### config.mk
export PLATFORM = sky130hd
export DESIGN_NAME = fma_issue_arbiter
export DESIGN_NICKNAME = d
export VERILOG_FILES = /design/src/rtl/fma_arb_pkg.sv /design/src/rtl/fma_issue_arbiter_rr.sv /design/src/rtl/fma_issue_arbiter.sv
export SDC_FILE = /design/constraint.sdc
export NUM_CORES = 1
export LEC_CHECK = 0
export ABC_AREA = 1
export BUFFER_PORTS_ARGS = -buffer_cell sky130_fd_sc_hd__buf_2
export CORE_AREA = 2 2 221 223
export DETAILED_ROUTE_END_ITERATION = 16
export DIE_AREA = 0 0 223 225
export PLACE_DENSITY = 0.49
export RECOVER_POWER = 25
export SETUP_SLACK_MARGIN = 0.02
export SYNTH_ARGS = -nofsm -noshare
export SYNTH_HDL_FRONTEND = slang
export SYNTH_SLANG_ARGS = --single-unit
### constraint.sdc
create_clock -name clk -period 3.5 [get_ports clk]
set_clock_uncertainty 0.1 [all_clocks]
set_input_delay 0.7 -clock clk [delete_from_list [all_inputs] [get_ports clk]]
set_output_delay 0.7 -clock clk [all_outputs]
set_load 0.03 [all_outputs]
### src/rtl/fma_arb_pkg.sv
// Shared types and helpers for the FMA issue arbiter: word/tag types and
// pointer/counter arithmetic.
package fma_arb_pkg;

    localparam int FWORD_W   = 32;
    localparam int FMA_DELAY = 21;
    // Tag ID width covers the largest supported requester count (16)
    localparam int ID_W      = 4;

    typedef logic [FWORD_W-1:0] fword_t;

    typedef struct packed {
        logic            valid;
        logic [ID_W-1:0] id;
    } fma_tag_t;

    // Round-robin successor with explicit wrap, valid for any n
    function automatic int rr_next(input int idx, input int n);
        return (idx + 1 >= n) ? 0 : idx + 1;
    endfunction

    function automatic logic [31:0] sat_inc(input logic [31:0] v);
        return (v == 32'hFFFF_FFFF) ? v : v + 32'd1;
    endfunction

endpackage

### src/rtl/fma_issue_arbiter_rr.sv
// Combinational round-robin arbiter: scans req starting at ptr and returns
// the first set position as a one-hot grant plus its index.
module rr_arbiter #(
    parameter int N  = 4,
    parameter int IW = $clog2(N)
) (
    input  logic [N-1:0]  req,
    input  logic [IW-1:0] ptr,
    output logic [N-1:0]  grant,
    output logic [IW-1:0] idx,
    output logic          any
);

    // First requester at or after ptr, wrapping modulo N
    always_comb begin
        int cand;
        logic [IW-1:0] cand_s;
        grant  = '0;
        idx    = '0;
        any    = 1'b0;
        cand   = 0;
        cand_s = '0;
        for (int i = 0; i < N; i++) begin
            cand = int'(ptr) + i;
            if (cand >= N) begin
                cand = cand - N;
            end else begin
                cand = cand;
            end
            cand_s = IW'(cand);
            if (!any && req[cand_s]) begin
                any           = 1'b1;
                idx           = cand_s;
                grant[cand_s] = 1'b1;
            end else begin
                any = any;
            end
        end
    end

endmodule

### src/rtl/fma_issue_arbiter.sv
// Shares one pipelined FMA among N_REQ requesters with a parallel owner tag
// pipe and a single backpressured result port. FMA_ARB_PERF_EN adds counters.
module fma_issue_arbiter
    import fma_arb_pkg::*;
#(
    parameter  int N_REQ = 4,
    parameter  int DELAY = FMA_DELAY,
    parameter  int FW    = FWORD_W,
    localparam int IW    = $clog2(N_REQ)
) (
    input  logic               clk,
    input  logic               rstn,
    input  logic [N_REQ-1:0]   req_valid,
    output logic [N_REQ-1:0]   req_ready,
    input  logic [N_REQ*FW-1:0] req_a,
    input  logic [N_REQ*FW-1:0] req_b,
    input  logic [N_REQ*FW-1:0] req_c,
    input  logic [N_REQ-1:0]   req_mode,
    output logic [FW-1:0]      fma_a,
    output logic [FW-1:0]      fma_b,
    output logic [FW-1:0]      fma_c,
    output logic               fma_mode,
    output logic               fma_clken,
    input  logic [FW-1:0]      fma_out,
    output logic               res_valid,
    output logic [IW-1:0]      res_id,
    output logic [FW-1:0]      res_data,
    input  logic               res_ready
`ifdef FMA_ARB_PERF_EN
    ,
    output logic [31:0]        perf_issued,
    output logic [31:0]        perf_stall,
    output logic [31:0]        perf_bubble
`endif
);

    fma_tag_t          tag_r [DELAY];
    fma_tag_t          tag_in_s;
    logic [IW-1:0]     ptr_r;
    logic [N_REQ-1:0]  grant_s;
    logic [IW-1:0]     gidx_s;
    logic              gany_s;
    logic              stall_s;
    logic              adv_s;
    logic              issue_s;

    rr_arbiter #(
        .N  (N_REQ),
        .IW (IW)
    ) u_rr (
        .req   (req_valid),
        .ptr   (ptr_r),
        .grant (grant_s),
        .idx   (gidx_s),
        .any   (gany_s)
    );

    // Pipe advance control; reset forces the FMA and requesters idle at once
    always_comb begin
        stall_s = tag_r[DELAY-1].valid & ~res_ready;
        adv_s   = rstn & ~stall_s;
        issue_s = adv_s & gany_s;
    end

    // Tag entering the pipe: a bubble when nobody is granted
    always_comb begin
        tag_in_s       = '0;
        tag_in_s.valid = gany_s;
        tag_in_s.id    = ID_W'(gidx_s);
    end

    // Handshake and result presentation
    always_comb begin
        fma_clken = adv_s;
        req_ready = adv_s ? grant_s : '0;
        res_valid = tag_r[DELAY-1].valid;
        res_id    = tag_r[DELAY-1].id[IW-1:0];
        res_data  = fma_out;
    end

    // Operand steering from the granted requester
    always_comb begin
        fma_a    = '0;
        fma_b    = '0;
        fma_c    = '0;
        fma_mode = 1'b0;
        if (gany_s) begin
            fma_a    = req_a[int'(gidx_s)*FW +: FW];
            fma_b    = req_b[int'(gidx_s)*FW +: FW];
            fma_c    = req_c[int'(gidx_s)*FW +: FW];
            fma_mode = req_mode[gidx_s];
        end else begin
            fma_mode = 1'b0;
        end
    end

    // Owner tag shift register, lock-stepped with the FMA pipe
    always_ff @(posedge clk or negedge rstn) begin
        if (!rstn) begin
            for (int i = 0; i < DELAY; i++) begin
                tag_r[i] <= '0;
            end
        end else if (adv_s) begin
            tag_r[0] <= tag_in_s;
            for (int i = 1; i < DELAY; i++) begin
                tag_r[i] <= tag_r[i-1];
            end
        end else begin
            for (int i = 0; i < DELAY; i++) begin
                tag_r[i] <= tag_r[i];
            end
        end
    end

    // Round-robin pointer moves past the winner only when an op issues
    always_ff @(posedge clk or negedge rstn) begin
        if (!rstn) begin
            ptr_r <= '0;
        end else if (issue_s) begin
            ptr_r <= IW'(rr_next(int'(gidx_s), N_REQ));
        end else begin
            ptr_r <= ptr_r;
        end
    end

`ifdef FMA_ARB_PERF_EN
    // Saturating event counters: issues, stall cycles, bubble-at-output cycles
    always_ff @(posedge clk or negedge rstn) begin
        if (!rstn) begin
            perf_issued <= 32'd0;
            perf_stall  <= 32'd0;
            perf_bubble <= 32'd0;
        end else begin
            perf_issued <= issue_s ? sat_inc(perf_issued) : perf_issued;
            perf_stall  <= stall_s ? sat_inc(perf_stall) : perf_stall;
            perf_bubble <= tag_r[DELAY-1].valid ? perf_bubble : sat_inc(perf_bubble);
        end
    end
`endif

endmodule

==> results of run 1 <==
-- registers in the layout (all words and copies together) (netlist names) --
| signal | flops |
|---|---|
| tag_r | 60 |
| res_id | 2 |
| res_valid | 1 |
| ptr_r | 2 |
-- logic make-up after synthesis --
group / count (synthesis) / share of synthesized area [%]
compound gates: 176 / 10.44
flops: 65 / 19.03
buf+inv: 602 / 28.97
fa+ha+maj: 8 / 1.171
simple gates: 706 / 40.39
-- metal layers --
layer	share of wire (%)	track usage [%]	vias to the layer above
met5	0.057	0	-
met3	7.7	4.029	114
li1	-	-	5845
met1	40	20.99	5713
met4	3.7	6.105	4
met2	49	29.90	571
-- Yosys cell counts, drive strengths merged --
library cell	instances
nand3	205
dfrtp	65
o21bai	1
a31oi	5
o21ai	70
nand4	194
a21oi	99
nor2	6
o211ai	1
nand2	300
nand3b	1
buf	102
inv	440
clkbuf	60
ha	8
-- worst min-delay path by stage --
| stage | start | slack [ps] | cells after the start | to |
|---|---|---|---|---|
| floorplan | rstn | 300 | 0 | ptr_r[0]$_DFFE_PN0P_ |
| global placement | tag_r[19]$_DFFE_PN0P_ | 350 | 2 | tag_r[14]$_DFFE_PN0P_ |
| detailed placement | tag_r[19]$_DFFE_PN0P_ | 360 | 2 | tag_r[14]$_DFFE_PN0P_ |
| CTS | tag_r[11]$_DFFE_PN0P_ | 370 | 2 | tag_r[6]$_DFFE_PN0P_ |
| global route | tag_r[51]$_DFFE_PN0P_ | 410 | 2 | tag_r[51]$_DFFE_PN0P_ |
| finish | tag_r[11]$_DFFE_PN0P_ | 370 | 2 | tag_r[6]$_DFFE_PN0P_ |
-- stage by stage --
step	util [%]	TNS, ps	hold WS (ps)
after floorplan	-	0	304.4
after global placement	25.26	-345.4	352.3
after detailed placement	25.26	-248.7	357.0
after CTS	29.06	-236.8	374.7
after global routing	31.05	-14120	408.4
final	31.06	-830.5	374.3
-- final cells by class --
type | instances | share of cell area [%]
multi-input cells | 890 | 37.72
repair buffers | 630 | 32.69
inverters | 440 | 11.24
flip-flops and latches | 65 | 11.02
well taps | 615 | 5.211
clock buffers | 9 | 1.525
clock inverters | 7 | 0.4830
diodes | 7 | 0.1186
-- layout by cell type, fill, tap and decap left out, types with 3 or more instances in the layout --
master     count
nand2_2       11
buf_12        28
a21oi_2       70
inv_2          3
clkbuf_4       4
clkbuf_16     12
bufbuf_16      3
a21oi_4        9
diode_2        7
nand3_1      115
a31oi_1        5
a21oi_1       20
o21ai_0       63
o21ai_2        4
buf_6         92
nand2_1      282
dfrtp_1       65
buf_4         80
nand2_4        3
clkinv_2       3
nand3_4       22
buf_2        399
nand2_8        4
buf_16        10
nand4_1      194
clkinv_4       4
inv_1        435
buf_8         10
ha_1           7
nand3_2       68
-- worst min-delay path: cells and delay by family (launching register included) --
family | cells | cell delay, ps
simple gates | 1 | 50
compound gates | 1 | 60
flops | 1 | 330
-- repair_timing --
item | CTS | global route
gates cloned | 10 | 3
buffers inserted | 20 | 7
endpoints found under the setup margin | 97 | 100
pin swaps | 40 | 89
resized for setup | 276 | 185
==> metrics.txt, run 1 <==
worst reg2reg startpoint ptr_r[0]$_DFFE_PN0P_; Iteration-0 DRC Markers ~900; drt pass-1 iters 6; nets around 2500; Detail Route Antenna Nets 0; CP Launch Type flip-flop; CP endpoint fma_a[20]; Remaining Overflow, GRT 0; Multi-input gate area 5569 µm²; Vias/cell between 4 and 5; H-tree levels 3; Inst Count DP 2601; worst-case reg-to-reg path depth 16; outcome complete, but fails checks; share of cells above drive strength 1 41.65%; Slew Viols, Final 66; Fin. Hold Viols 0; biggest area consumer among synthesized cells inv_1; # rows 80; first-pass GRT wire length just under 70000 µm; initial antenna violation count 10; WL/cell 17.66 µm; full die area 50180 µm²; Area after DPL 12010 µm²; crit-path cells inv_2, ha_4, buf_12, o21ai_4, nand3b_1, nand3_2, nand2_8, buf_12, buf_12, nand3_1, a21oi_1, buf_4; TritonCTS Buffers 9; DRC violations left 0; Reg-to-Reg End ptr_r[1]$_DFFE_PN0P_; start point of the critical path ptr_r[0]$_DFFE_PN0P_; clock latency on the worst-skew pair between 300 and 400 ps; failing checks max-capacitance violations, max-slew violations, negative setup slack; Worst Path Required between 2000 and 3000 ps; Via Count 12247; Syn Area/Cell 5.489 µm²; Critical Path AT 2740 ps; flops & latches, synth between 60 and 70; Die W 223 µm; Yosys cell types 25; Post-Place Worst Slack -119.2 ps; Post-Syn Nets 1992; Max Fclk 282.2 MHz; Worst Tran Pin Value around 1600 ps; Crit Path Class reg -> out; Reg area 1627 µm²; clk slew on worst S/H paths 60 ps; critical path depth 12; die height 225 µm; DP HPWL about 33000 µm; largest net degree at the start of global routing 73; cell mode on critical path buf_12; GRT Total Usage 17.30%; synth-to-layout area growth 72.76%; CTS Buffer Depth 2; max_slew headroom -9.915%; TritonCTS clock tree done; Cell Area, Synth 8547 µm²; Core Area 47550 µm²; critical path's largest stage delay about 400 ps; worst min path class reg -> reg; Initial Util 17.98%; CP bufs+invs 5; Mapped Cells around 1600; Clock Sink Count between 60 and 70; RSZ-0062 raised after global routing yes; vias in the first global route roughly 12000; final setup fails 50; GPL Wtd Cong about 0.96; CP max stage cell dfrtp_1; Root Buffer clkbuf_16; Setup crit end kind primary output; cts hold-fix bufs 0; final WL 47030 µm; final worst path period need 3543 ps; Final Cell Area 14770 µm²; crit share post-route 101.2%; synth top area cells inv_1 (19%), dfrtp_1 (19%), nand4_1 (14%), nand2_1 (13%), nand3_1 (12%); register-to-register setup slack 960 ps; # fillers 5272; Syn. warnings 0; I/O pin count 564; Final Worst Setup Slack -43.48 ps; port bufs between 400 and 500; final non-filler cell total 2663; Max-Cap Viols 1; top cell type's share of synthesized area around a fifth; crit-path max FO 11; cell family with most CP delay buffers and inverters; sequential area share after synthesis 19.03%
Power of run 1 is not shown: default switching activity piles up to over one toggle a cycle in this logic, so the estimate is an artifact.
==> inputs of run 2 (changes only) <==
Settings changed: SKIP_LAST_GASP set to 1.
==> metrics.txt, run 2 (synthesis gave the netlist of run 1 again) <==
outcome complete, but fails checks; failing checks max-capacitance violations, max-slew violations, negative setup slack; CP Launch Type flip-flop; Util after Layout 30.86% (-0.20 points); # rows 80 (unchanged); worst reg2reg startpoint ptr_r[0]$_DFFE_PN0P_; clock latency on the worst-skew pair 330 ps (about the same); initial antenna violation count 10 (unchanged); WL/cell 17.56 µm (-0.55%); TritonCTS clock tree done; TritonCTS Buffers 9 (unchanged); highest-count cells in the layout ignoring fill and taps inv_1 (435), buf_2 (400), nand2_1 (277); Slew Viols, Final 66 (unchanged); RSZ-0062 raised after global routing yes; Fin. Hold Viols 0 (unchanged); die height 225 µm (unchanged); Critical Path AT 2750 ps (about the same); Min Hold Slack 371.7 ps (-2.628 ps); Hold EP tag_r[6]$_DFFE_PN0P_; Iteration-0 DRC Markers 891 (+1.7%); Via Count 12237 (-0.082%); largest net degree at the start of global routing 73 (unchanged); Post-Place Worst Slack -119.2 ps (unchanged); max_slew headroom -9.485% (+0.43 points); GRT Total Usage 17.28% (-0.020 points); vias in the first global route 11730 (-0.24%); first-pass GRT wire length 67150 µm (-0.15%); Vias/cell 4.597 (about the same); Detail Route Antenna Nets 0 (unchanged); Reg area 1627 µm² (unchanged); I/O pin count 564 (unchanged); DRC violations left 0 (unchanged); Die W 223 µm (unchanged); Worst Tran Pin Value 1642 ps (-6.439 ps); synth-to-layout area growth 71.66%; Setup crit end kind primary output; Root Buffer clkbuf_16; Crit Path Class reg -> out; nets 2469 (-0.081%); DP HPWL 32740 µm (unchanged); # fillers 5286 (+0.27%); Multi-input gate area 5534 µm² (-0.63%); clk slew on worst S/H paths 60 ps (about the same); Remaining Overflow, GRT 0 (unchanged); Final Worst Setup Slack -47.68 ps (-4.202 ps); crit share post-route 101.4% (+0.12 points); worst min path class reg -> reg; Core Area 47550 µm² (unchanged); Reg-to-Reg End ptr_r[1]$_DFFE_PN0P_; worst hold stages 2 (unchanged); drt pass-1 iters 5 (-1); Top reg by flops tag_r; Clock Sink Count 65 (unchanged); final setup fails 52 (+4.0%); min-delay src tag_r[11]$_DFFE_PN0P_; Initial Util 17.98% (unchanged); worst-case reg-to-reg path depth 15 (-1); GPL Wtd Cong 0.9610 (unchanged); final worst path period need 3548 ps (+4.202 ps); CTS Buffer Depth 2 (unchanged); crit-path max FO 11 (unchanged); port bufs 499 (unchanged); max reg flops 60 (unchanged); most common cell after layout, fill and taps aside inv_1; Max-Cap Viols 1 (unchanged); Worst Path Required 2700 ps (about the same); full die area 50180 µm² (unchanged); final WL 46760 µm (-0.58%); register-to-register setup slack 1020 ps (+60 ps); H-tree levels 3 (unchanged); Max Fclk 281.9 MHz (-0.12%); cts hold-fix bufs 0 (unchanged); share of cells above drive strength 1 41.10% (-0.55 points)
## run 2: worst max path at each step
stage,start,end,slack (ps)
6_report,ptr_r[0]$_DFFE_PN0P_,fma_b[4],-50
5_1_grt,ptr_r[0]$_DFFE_PN0P_,fma_b[1],-200
4_1_cts,ptr_r[0]$_DFFE_PN0P_,fma_a[21],-30
3_5_place_dp,req_valid[1],fma_b[27],-120
3_3_place_gp,req_valid[3],fma_b[27],-90
2_1_floorplan,ptr_r[0]$_DFFE_PN0P_,fma_b[21],100
## run 2: final cells by class
class                      instances  share of cell area, %
multi-input combinational        890                  37.72
timing repair buffer             628                  32.48
inverter                         440                  11.31
sequential                        65                  11.09
tap                              615                  5.245
clock buffer                       9                  1.535
clock inverter                     7                 0.4861
antenna                            8                 0.1364
## run 2: metal layers
layer	up-vias	GRT usage, %	wire [µm]
met3	101	3.950	3612
met5	-	0	27
met2	544	29.92	22940
met1	5743	21.02	18710
met4	4	5.954	1471
li1	5845	-	-
## run 2: timing repair
| item | 4_1_cts | 5_1_grt |
|---|---|---|
| endpoints found under the hold margin | 0 | 0 |
| endpoints found under the setup margin | 97 | 100 |
| buffers inserted | 20 | 6 |
| gates resized for setup | 255 | 191 |
| cloned | 10 | 2 |
| pin swaps | 40 | 89 |
## run 2: stage by stage
stage               std cells  setup TNS [ps]  instance area, µm²
CTS                      2646          -359.5               13730
detailed placement       2601          -248.7               12010
finish                   2662          -878.5               14670
global route             2660          -14430               14670
global placement         2601          -345.4               12010
floorplan                1557               0                8547
## run 2: worst max-delay path, stage by stage, from the launching register on
cell and delay, ps:
dfrtp_1 400, inv_2 110, ha_4 240, buf_12 140, o21ai_4 190, nand3b_1 210
nand3_2 160, nand2_8 210, buf_12 170, buf_12 140, nand3_1 100, a21oi_1 140
buf_4 180
Power of run 2 is left out for the same reason.
